### config.mk
export PLATFORM = sky130hd
export DESIGN_NAME = dense_mac_layer_flat
export DESIGN_NICKNAME = d
export VERILOG_FILES = /design/src/rtl/dense_mac_layer_if.sv /design/src/rtl/dense_mac_layer.sv /design/src/flat_wrapper.sv
export SDC_FILE = /design/constraint.sdc
export NUM_CORES = 2
export LEC_CHECK = 0
export ABC_AREA = 1
export CAP_MARGIN = 20
export CORE_AREA = 2 2 324 326
export DETAILED_ROUTE_END_ITERATION = 6
export DIE_AREA = 0 0 326 328
export GPL_TIMING_DRIVEN = 0
export PLACE_DENSITY = 0.71
export SLEW_MARGIN = 10
export SYNTH_ARGS = -nofsm -noshare
export SYNTH_HDL_FRONTEND = slang
export SYNTH_SLANG_ARGS = --single-unit
export TNS_END_PERCENT = 20
### constraint.sdc
create_clock -name clk_i -period 9.73 [get_ports clk_i]
set_input_delay 0.973 -clock clk_i [delete_from_list [all_inputs] [get_ports clk_i]]
set_output_delay 0.973 -clock clk_i [all_outputs]
set_load 0.01 [all_outputs]
### src/rtl/dense_mac_layer_if.sv
// Handshake and weight-ROM bundle for the dense layer stage.
// The slave modport is the dense layer; the master modport is its environment.
interface dense_mac_layer_if #(
   parameter int unsigned IN_SIZE  = 40,
   parameter int unsigned OUT_SIZE = 10,
   parameter int unsigned DATA_W   = 16,
   parameter int unsigned WEIGHT_W = 16,
   parameter int unsigned WADDR_W  = $clog2(IN_SIZE * OUT_SIZE)
);
   logic                                  flatten_valid_i;
   logic [0:IN_SIZE-1][DATA_W-1:0]        flatten_data_i;
   logic                                  flatten_ready_o;
   logic                                  weight_en_o;
   logic [WADDR_W-1:0]                    weight_addr_o;
   logic [WEIGHT_W-1:0]                   weight_data_i;
   logic                                  dense_valid_o;
   logic [0:OUT_SIZE-1][DATA_W-1:0]       dense_data_o;
   logic                                  dense_ready_i;

   modport slave (
      input  flatten_valid_i, flatten_data_i, weight_data_i, dense_ready_i,
      output flatten_ready_o, weight_en_o, weight_addr_o, dense_valid_o, dense_data_o
   );

   modport master (
      output flatten_valid_i, flatten_data_i, weight_data_i, dense_ready_i,
      input  flatten_ready_o, weight_en_o, weight_addr_o, dense_valid_o, dense_data_o
   );
endinterface

### src/rtl/dense_mac_layer.sv
// Dense layer: one time-multiplexed signed MAC walks every neuron's weight row from
// an external synchronous ROM, then requantises, saturates and optionally ReLUs each result.
module dense_mac_layer #(
   parameter int unsigned IN_SIZE   = 40,
   parameter int unsigned OUT_SIZE  = 10,
   parameter int unsigned DATA_W    = 16,
   parameter int unsigned WEIGHT_W  = 16,
   parameter int unsigned FRAC_BITS = 8,
   parameter int unsigned ACC_W     = 40,
   parameter int unsigned RELU_EN   = 1,
   parameter int unsigned WADDR_W   = $clog2(IN_SIZE * OUT_SIZE)
) (
   input logic               clk_i,
   input logic               rst_i,
   dense_mac_layer_if.slave  bus
);

   localparam int unsigned IDX_W  = (IN_SIZE  > 1) ? $clog2(IN_SIZE)  : 1;
   localparam int unsigned NEU_W  = (OUT_SIZE > 1) ? $clog2(OUT_SIZE) : 1;
   localparam int unsigned PROD_W = DATA_W + WEIGHT_W;

   localparam logic signed [ACC_W-1:0] SAT_MAX =
      {{(ACC_W-DATA_W+1){1'b0}}, {(DATA_W-1){1'b1}}};
   localparam logic signed [ACC_W-1:0] SAT_MIN =
      {{(ACC_W-DATA_W+1){1'b1}}, {(DATA_W-1){1'b0}}};

   if (ACC_W < DATA_W + WEIGHT_W + $clog2(IN_SIZE)) begin : g_acc_w_chk
      $error("dense_mac_layer: ACC_W too narrow for worst-case accumulation");
   end

   typedef enum logic [2:0] {
      S_IDLE,
      S_MAC,
      S_DRAIN,
      S_STORE,
      S_OUT
   } state_e;

   state_e                          state_q, state_d;
   logic [0:IN_SIZE-1][DATA_W-1:0]  x_q, x_d;
   logic [IDX_W-1:0]                i_q, i_d;
   logic [IDX_W-1:0]                ip_q, ip_d;
   logic                            rd_q, rd_d;
   logic [NEU_W-1:0]                j_q, j_d;
   logic [WADDR_W-1:0]              addr_q, addr_d;
   logic signed [ACC_W-1:0]         acc_q, acc_d;
   logic [0:OUT_SIZE-1][DATA_W-1:0] res_q, res_d;
   logic                            ready_q, ready_d;
   logic                            en_q, en_d;
   logic                            valid_q, valid_d;

   logic signed [PROD_W-1:0]        prod;
   logic signed [ACC_W-1:0]         shifted;
   logic signed [DATA_W-1:0]        r;

   // Next-state, datapath and registered-output decode
   always_comb begin
      state_d = state_q;
      x_d     = x_q;
      i_d     = i_q;
      ip_d    = i_q;
      rd_d    = (state_q == S_MAC);
      j_d     = j_q;
      addr_d  = addr_q;
      acc_d   = acc_q;
      res_d   = res_q;

      prod    = PROD_W'($signed(x_q[ip_q])) * PROD_W'($signed(bus.weight_data_i));
      shifted = acc_q >>> FRAC_BITS;

      r = DATA_W'(shifted);
      if (shifted > SAT_MAX) begin
         r = DATA_W'(SAT_MAX);
      end else if (shifted < SAT_MIN) begin
         r = DATA_W'(SAT_MIN);
      end
      if ((RELU_EN != 0) && r[DATA_W-1]) begin
         r = '0;
      end

      // ROM data returns one cycle after the read, so accumulate against the previous index
      if (rd_q) begin
         acc_d = acc_q + ACC_W'(prod);
      end

      unique case (state_q)
         S_IDLE: begin
            if (bus.flatten_valid_i && ready_q) begin
               x_d     = bus.flatten_data_i;
               i_d     = '0;
               j_d     = '0;
               addr_d  = '0;
               acc_d   = '0;
               state_d = S_MAC;
            end
         end
         S_MAC: begin
            addr_d = addr_q + WADDR_W'(1);
            i_d    = i_q + IDX_W'(1);
            if (i_q == IDX_W'(IN_SIZE - 1)) begin
               i_d     = '0;
               state_d = S_DRAIN;
            end
         end
         S_DRAIN: begin
            state_d = S_STORE;
         end
         S_STORE: begin
            res_d[j_q] = r;
            acc_d      = '0;
            i_d        = '0;
            if (j_q == NEU_W'(OUT_SIZE - 1)) begin
               state_d = S_OUT;
            end else begin
               j_d     = j_q + NEU_W'(1);
               state_d = S_MAC;
            end
         end
         S_OUT: begin
            if (bus.dense_ready_i) begin
               state_d = S_IDLE;
            end
         end
         default: begin
            state_d = S_IDLE;
         end
      endcase

      ready_d = (state_d == S_IDLE);
      en_d    = (state_d == S_MAC);
      valid_d = (state_d == S_OUT);
   end

   always_ff @(posedge clk_i) begin
      if (rst_i) begin
         state_q <= S_IDLE;
         x_q     <= '0;
         i_q     <= '0;
         ip_q    <= '0;
         rd_q    <= 1'b0;
         j_q     <= '0;
         addr_q  <= '0;
         acc_q   <= '0;
         res_q   <= '0;
         ready_q <= 1'b1;
         en_q    <= 1'b0;
         valid_q <= 1'b0;
      end else begin
         state_q <= state_d;
         x_q     <= x_d;
         i_q     <= i_d;
         ip_q    <= ip_d;
         rd_q    <= rd_d;
         j_q     <= j_d;
         addr_q  <= addr_d;
         acc_q   <= acc_d;
         res_q   <= res_d;
         ready_q <= ready_d;
         en_q    <= en_d;
         valid_q <= valid_d;
      end
   end

   // Ready is masked while reset is held so no vector can be taken in a reset cycle
   assign bus.flatten_ready_o = ready_q & ~rst_i;
   assign bus.weight_en_o     = en_q;
   assign bus.weight_addr_o   = addr_q;
   assign bus.dense_valid_o   = valid_q;
   assign bus.dense_data_o    = res_q;

endmodule

### src/flat_wrapper.sv
// flat-port wrapper written by rule: the top's interface ports become plain ports
module dense_mac_layer_flat 
#(
   parameter int unsigned IN_SIZE   = 40,
   parameter int unsigned OUT_SIZE  = 10,
   parameter int unsigned DATA_W    = 16,
   parameter int unsigned WEIGHT_W  = 16,
   parameter int unsigned FRAC_BITS = 8,
   parameter int unsigned ACC_W     = 40,
   parameter int unsigned RELU_EN   = 1,
   parameter int unsigned WADDR_W   = $clog2(IN_SIZE * OUT_SIZE)
)
  (clk_i, rst_i, bus_flatten_valid_i, bus_flatten_data_i, bus_weight_data_i, bus_dense_ready_i, bus_flatten_ready_o, bus_weight_en_o, bus_weight_addr_o, bus_dense_valid_o, bus_dense_data_o);
  dense_mac_layer_if #(.IN_SIZE(IN_SIZE), .OUT_SIZE(OUT_SIZE), .DATA_W(DATA_W), .WEIGHT_W(WEIGHT_W), .WADDR_W(WADDR_W)) bus_i ();
  input logic clk_i;
  input logic rst_i;
  input wire logic [$bits(bus_i.flatten_valid_i)-1:0] bus_flatten_valid_i;
  input wire logic [$bits(bus_i.flatten_data_i)-1:0] bus_flatten_data_i;
  input wire logic [$bits(bus_i.weight_data_i)-1:0] bus_weight_data_i;
  input wire logic [$bits(bus_i.dense_ready_i)-1:0] bus_dense_ready_i;
  output wire logic [$bits(bus_i.flatten_ready_o)-1:0] bus_flatten_ready_o;
  output wire logic [$bits(bus_i.weight_en_o)-1:0] bus_weight_en_o;
  output wire logic [$bits(bus_i.weight_addr_o)-1:0] bus_weight_addr_o;
  output wire logic [$bits(bus_i.dense_valid_o)-1:0] bus_dense_valid_o;
  output wire logic [$bits(bus_i.dense_data_o)-1:0] bus_dense_data_o;
  assign bus_i.flatten_valid_i = bus_flatten_valid_i;
  assign bus_i.flatten_data_i = bus_flatten_data_i;
  assign bus_i.weight_data_i = bus_weight_data_i;
  assign bus_i.dense_ready_i = bus_dense_ready_i;
  assign bus_flatten_ready_o = bus_i.flatten_ready_o;
  assign bus_weight_en_o = bus_i.weight_en_o;
  assign bus_weight_addr_o = bus_i.weight_addr_o;
  assign bus_dense_valid_o = bus_i.dense_valid_o;
  assign bus_dense_data_o = bus_i.dense_data_o;
  dense_mac_layer #(.IN_SIZE(IN_SIZE), .OUT_SIZE(OUT_SIZE), .DATA_W(DATA_W), .WEIGHT_W(WEIGHT_W), .FRAC_BITS(FRAC_BITS), .ACC_W(ACC_W), .RELU_EN(RELU_EN), .WADDR_W(WADDR_W)) u_core (.clk_i(clk_i), .rst_i(rst_i), .bus(bus_i));
endmodule
==> flow_summary.json <==
{
  "setup_viol": 0,
  "criticalPathCategory": "reg2reg",
  "hold_depth": 2,
  "synth_edf_count": 0,
  "synth_flop_cell": "dfxtp_1",
  "htreeDepth": 3,
  "grt_pass1_vias": 49500,
  "synth_top_area_cell": "dfxtp_1",
  "r2r_cells": 31,
  "ant_nets": 0,
  "pre_cts_ws_ns": 0.794,
  "drc": 0,
  "crit_required_ns": 10.34,
  "slowest_stage": "clkbuf_1",
  "ys_types": 55,
  "core_sq_um": 103000,
  "end_kind": "register",
  "die_w_microns": 326,
  "fin_util": 0.606,
  "synth_seq_cells": 862,
  "grt_max_degree": 24,
  "layout.nets": 8700,
  "grtUsageTotal": 0.454,
  "cts_hold_buf": 0,
  "cts_sinks": 862,
  "setup-tns-final_ns": 0,
  "synth_top_area_frac": 0.350,
  "clk_pin_slew_worst_paths_ns": 0.06,
  "async_flop_share": 0,
  "cts_made_buffers": 93,
  "drt-wirelength-per-cell_microns": 27.5,
  "final.setup_skew_ns": 0.0588,
  "rsz0062_at_grt": "false",
  "setup_ws_ns": 0.474,
  "synth_area_sq_um": 49300,
  "powerDensity_nw_per_um2": 317,
  "place_congestion": 1.08,
  "totalWireLength_microns": 249000,
  "n_fill_cell": 9713,
  "postLayoutCellArea_sq_um": 62600,
  "avgSynthCellArea_sq_um": 7.40,
  "crit_arrival_ns": 9.87,
  "outcome": "complete, no violations",
  "drive_gt1_frac": 0.0484,
  "vdd_drop_max_uv": 540,
  "yosys_warnings": 0,
  "grt_first_pass_wirelength_microns": 347000,
  "first_iter_violations": 6942,
  "finalMaxSlewViolations": 0,
  "first_pass_iters": 6,
  "syn_inst": 6660,
  "antenna_found_initial": 27,
  "worstSetupStartpointType": "register",
  "area_growth_syn_to_layout_pct": 26.9,
  "die_h_microns": 328,
  "place_hpwl_microns": 198000,
  "relSlewSlack": 0.135,
  "multi_input_area_sq_um": 25900,
  "regArea_sq_um": 17300,
  "critPathMaxFanout": 10,
  "cp_slowest_stage_delay_ns": 0.95,
  "leakage_uw": 0.0274,
  "num_vias": 52600,
  "clockBufferDepth": 3,
  "ctsResizeCount": 0,
  "io_pins": 832,
  "initial_core_util": 0.478,
  "postCtsSetupRepairBufs": 0,
  "clk_latency_ns": 0.72,
  "cts_root_buffer": "clkbuf_16",
  "hold_viol": 0,
  "tightest_slew_ns": 1.30,
  "max_freq_mhz": 108,
  "vias_per_cell": 5.81,
  "drv_cap": 0,
  "power_uw": 19800,
  "ys_seq_area_frac": 0.350,
  "port_buffers": 817,
  "period_minus_slack_ns": 9.26,
  "row_count": 118,
  "cts_tree": "yes",
  "period_share": 0.951,
  "dieArea_sq_um": 107000,
  "place_area_sq_um": 59300,
  "grt_overflow": 0,
  "hp-class": "reg2reg",
  "synth_area_leaders": "dfxtp_1 (35%), fa_1 (13%), o21ai_0 (11%)"
}
[final timing paths]
| path | start | end | slack, ns |
|---|---|---|---|
| worst min-delay path | u_core.x_q[247]$_SDFFE_PP0P_ | u_core.x_q[247]$_SDFFE_PP0P_ | 0.46 |
| worst max register to register | u_core.ip_q[0]$_SDFF_PP0_ | u_core.acc_q[39]$_SDFF_PP0_ | 0.47 |
| worst max-delay path | u_core.ip_q[0]$_SDFF_PP0_ | u_core.acc_q[39]$_SDFF_PP0_ | 0.47 |
| worst min register to register | u_core.x_q[247]$_SDFFE_PP0P_ | u_core.x_q[247]$_SDFFE_PP0P_ | 0.46 |
[cell type report]
| cell class | count | share of cell area |
|---|---|---|
| repair buffers | 825 | 0.132 |
| plain buffers | 438 | 0.0316 |
| inverters | 1112 | 0.0670 |
| multi-input cells | 4257 | 0.414 |
| clock buffers | 123 | 0.0408 |
| flip-flops and latches | 862 | 0.276 |
| clock inverters | 49 | 0.00996 |
| well taps | 1380 | 0.0276 |
| diodes | 18 | 0.000720 |
[worst max-delay path: cells and delay by family, from the launching register on]
| kind | cells | cell delay [ns] |
|---|---|---|
| AOI/OAI and AO/OA | 1 | 0.23 |
| adders and majority gates | 7 | 3.90 |
| buffers and inverters | 10 | 2.50 |
| DFF | 1 | 0.33 |
| and+or+nand+nor | 13 | 2.18 |
[power by group]
part | switching (uW) | total (uW) | internal, uW
Sequential | 162 | 4010 | 3850
Clock | 1630 | 3760 | 2130
Combinational | 8100 | 12100 | 3980
[sequential cells by signal, summed over array words and instances, names as in the netlist]
name,count
u_core.x_q,640
u_core.bus.dense_data_o,150
u_core.acc_q,40
u_core.bus.weight_addr_o,9
u_core.i_q,6
u_core.ip_q,6
u_core.j_q,4
u_core.state_q,3
u_core.bus.dense_valid_o,1
u_core.bus.weight_en_o,1
u_core.rd_q,1
u_core.ready_q,1
[layer usage]
metal | global-route usage | share of wire | up-vias
li1 | - | - | 23100
met1 | 0.566 | 0.37 | 25200
met2 | 0.698 | 0.43 | 3572
met3 | 0.125 | 0.12 | 740
met4 | 0.285 | 0.073 | 12
met5 | 0 | 0.00027 | -
[cell families (layout without fill, tap and decap cells)]
family          after synthesis  in the layout  share of synthesized area
compound gates             2025           2025                      0.211
other cells                   1             28                  0.0000761
buf+inv                    1550           2547                      0.125
xor+xnor                     19             19                    0.00338
flops                       862            862                      0.350
simple gates               1752           1752                      0.146
fa+ha+maj                   451            451                      0.165
[cell usage after synthesis, types with 24 or more instances]
cell and number:
a21oi_1 757, buf_1 29, buf_2 86, clkbuf_1 286
dfxtp_1 862, fa_1 330, ha_1 121, inv_1 1090
nand2_1 307, nand3_1 276, nor2_1 1077, nor2_2 24
o211ai_1 48, o21ai_0 1127, o21ai_1 49
[stage by stage]
stage,std cells,hold slack [ns]
6_report,9064,0.456
5_1_grt,9057,0.466
4_1_cts,9041,0.453
3_5_place_dp,8869,0.444
3_3_place_gp,8866,0.437
2_1_floorplan,6669,0.424
[cell usage in the layout, fill, tap and decap left out, types with 121 or more instances in the layout]
master and count:
o21ai_0 1127, clkbuf_1 304, inv_1 1090, clkdlybuf4s50_1 817, nor2_1 1077, nand2_1 307
fa_1 330, a21oi_1 756, nand3_1 276, ha_1 121, dfxtp_1 862
(Power assumes the default switching activity.)
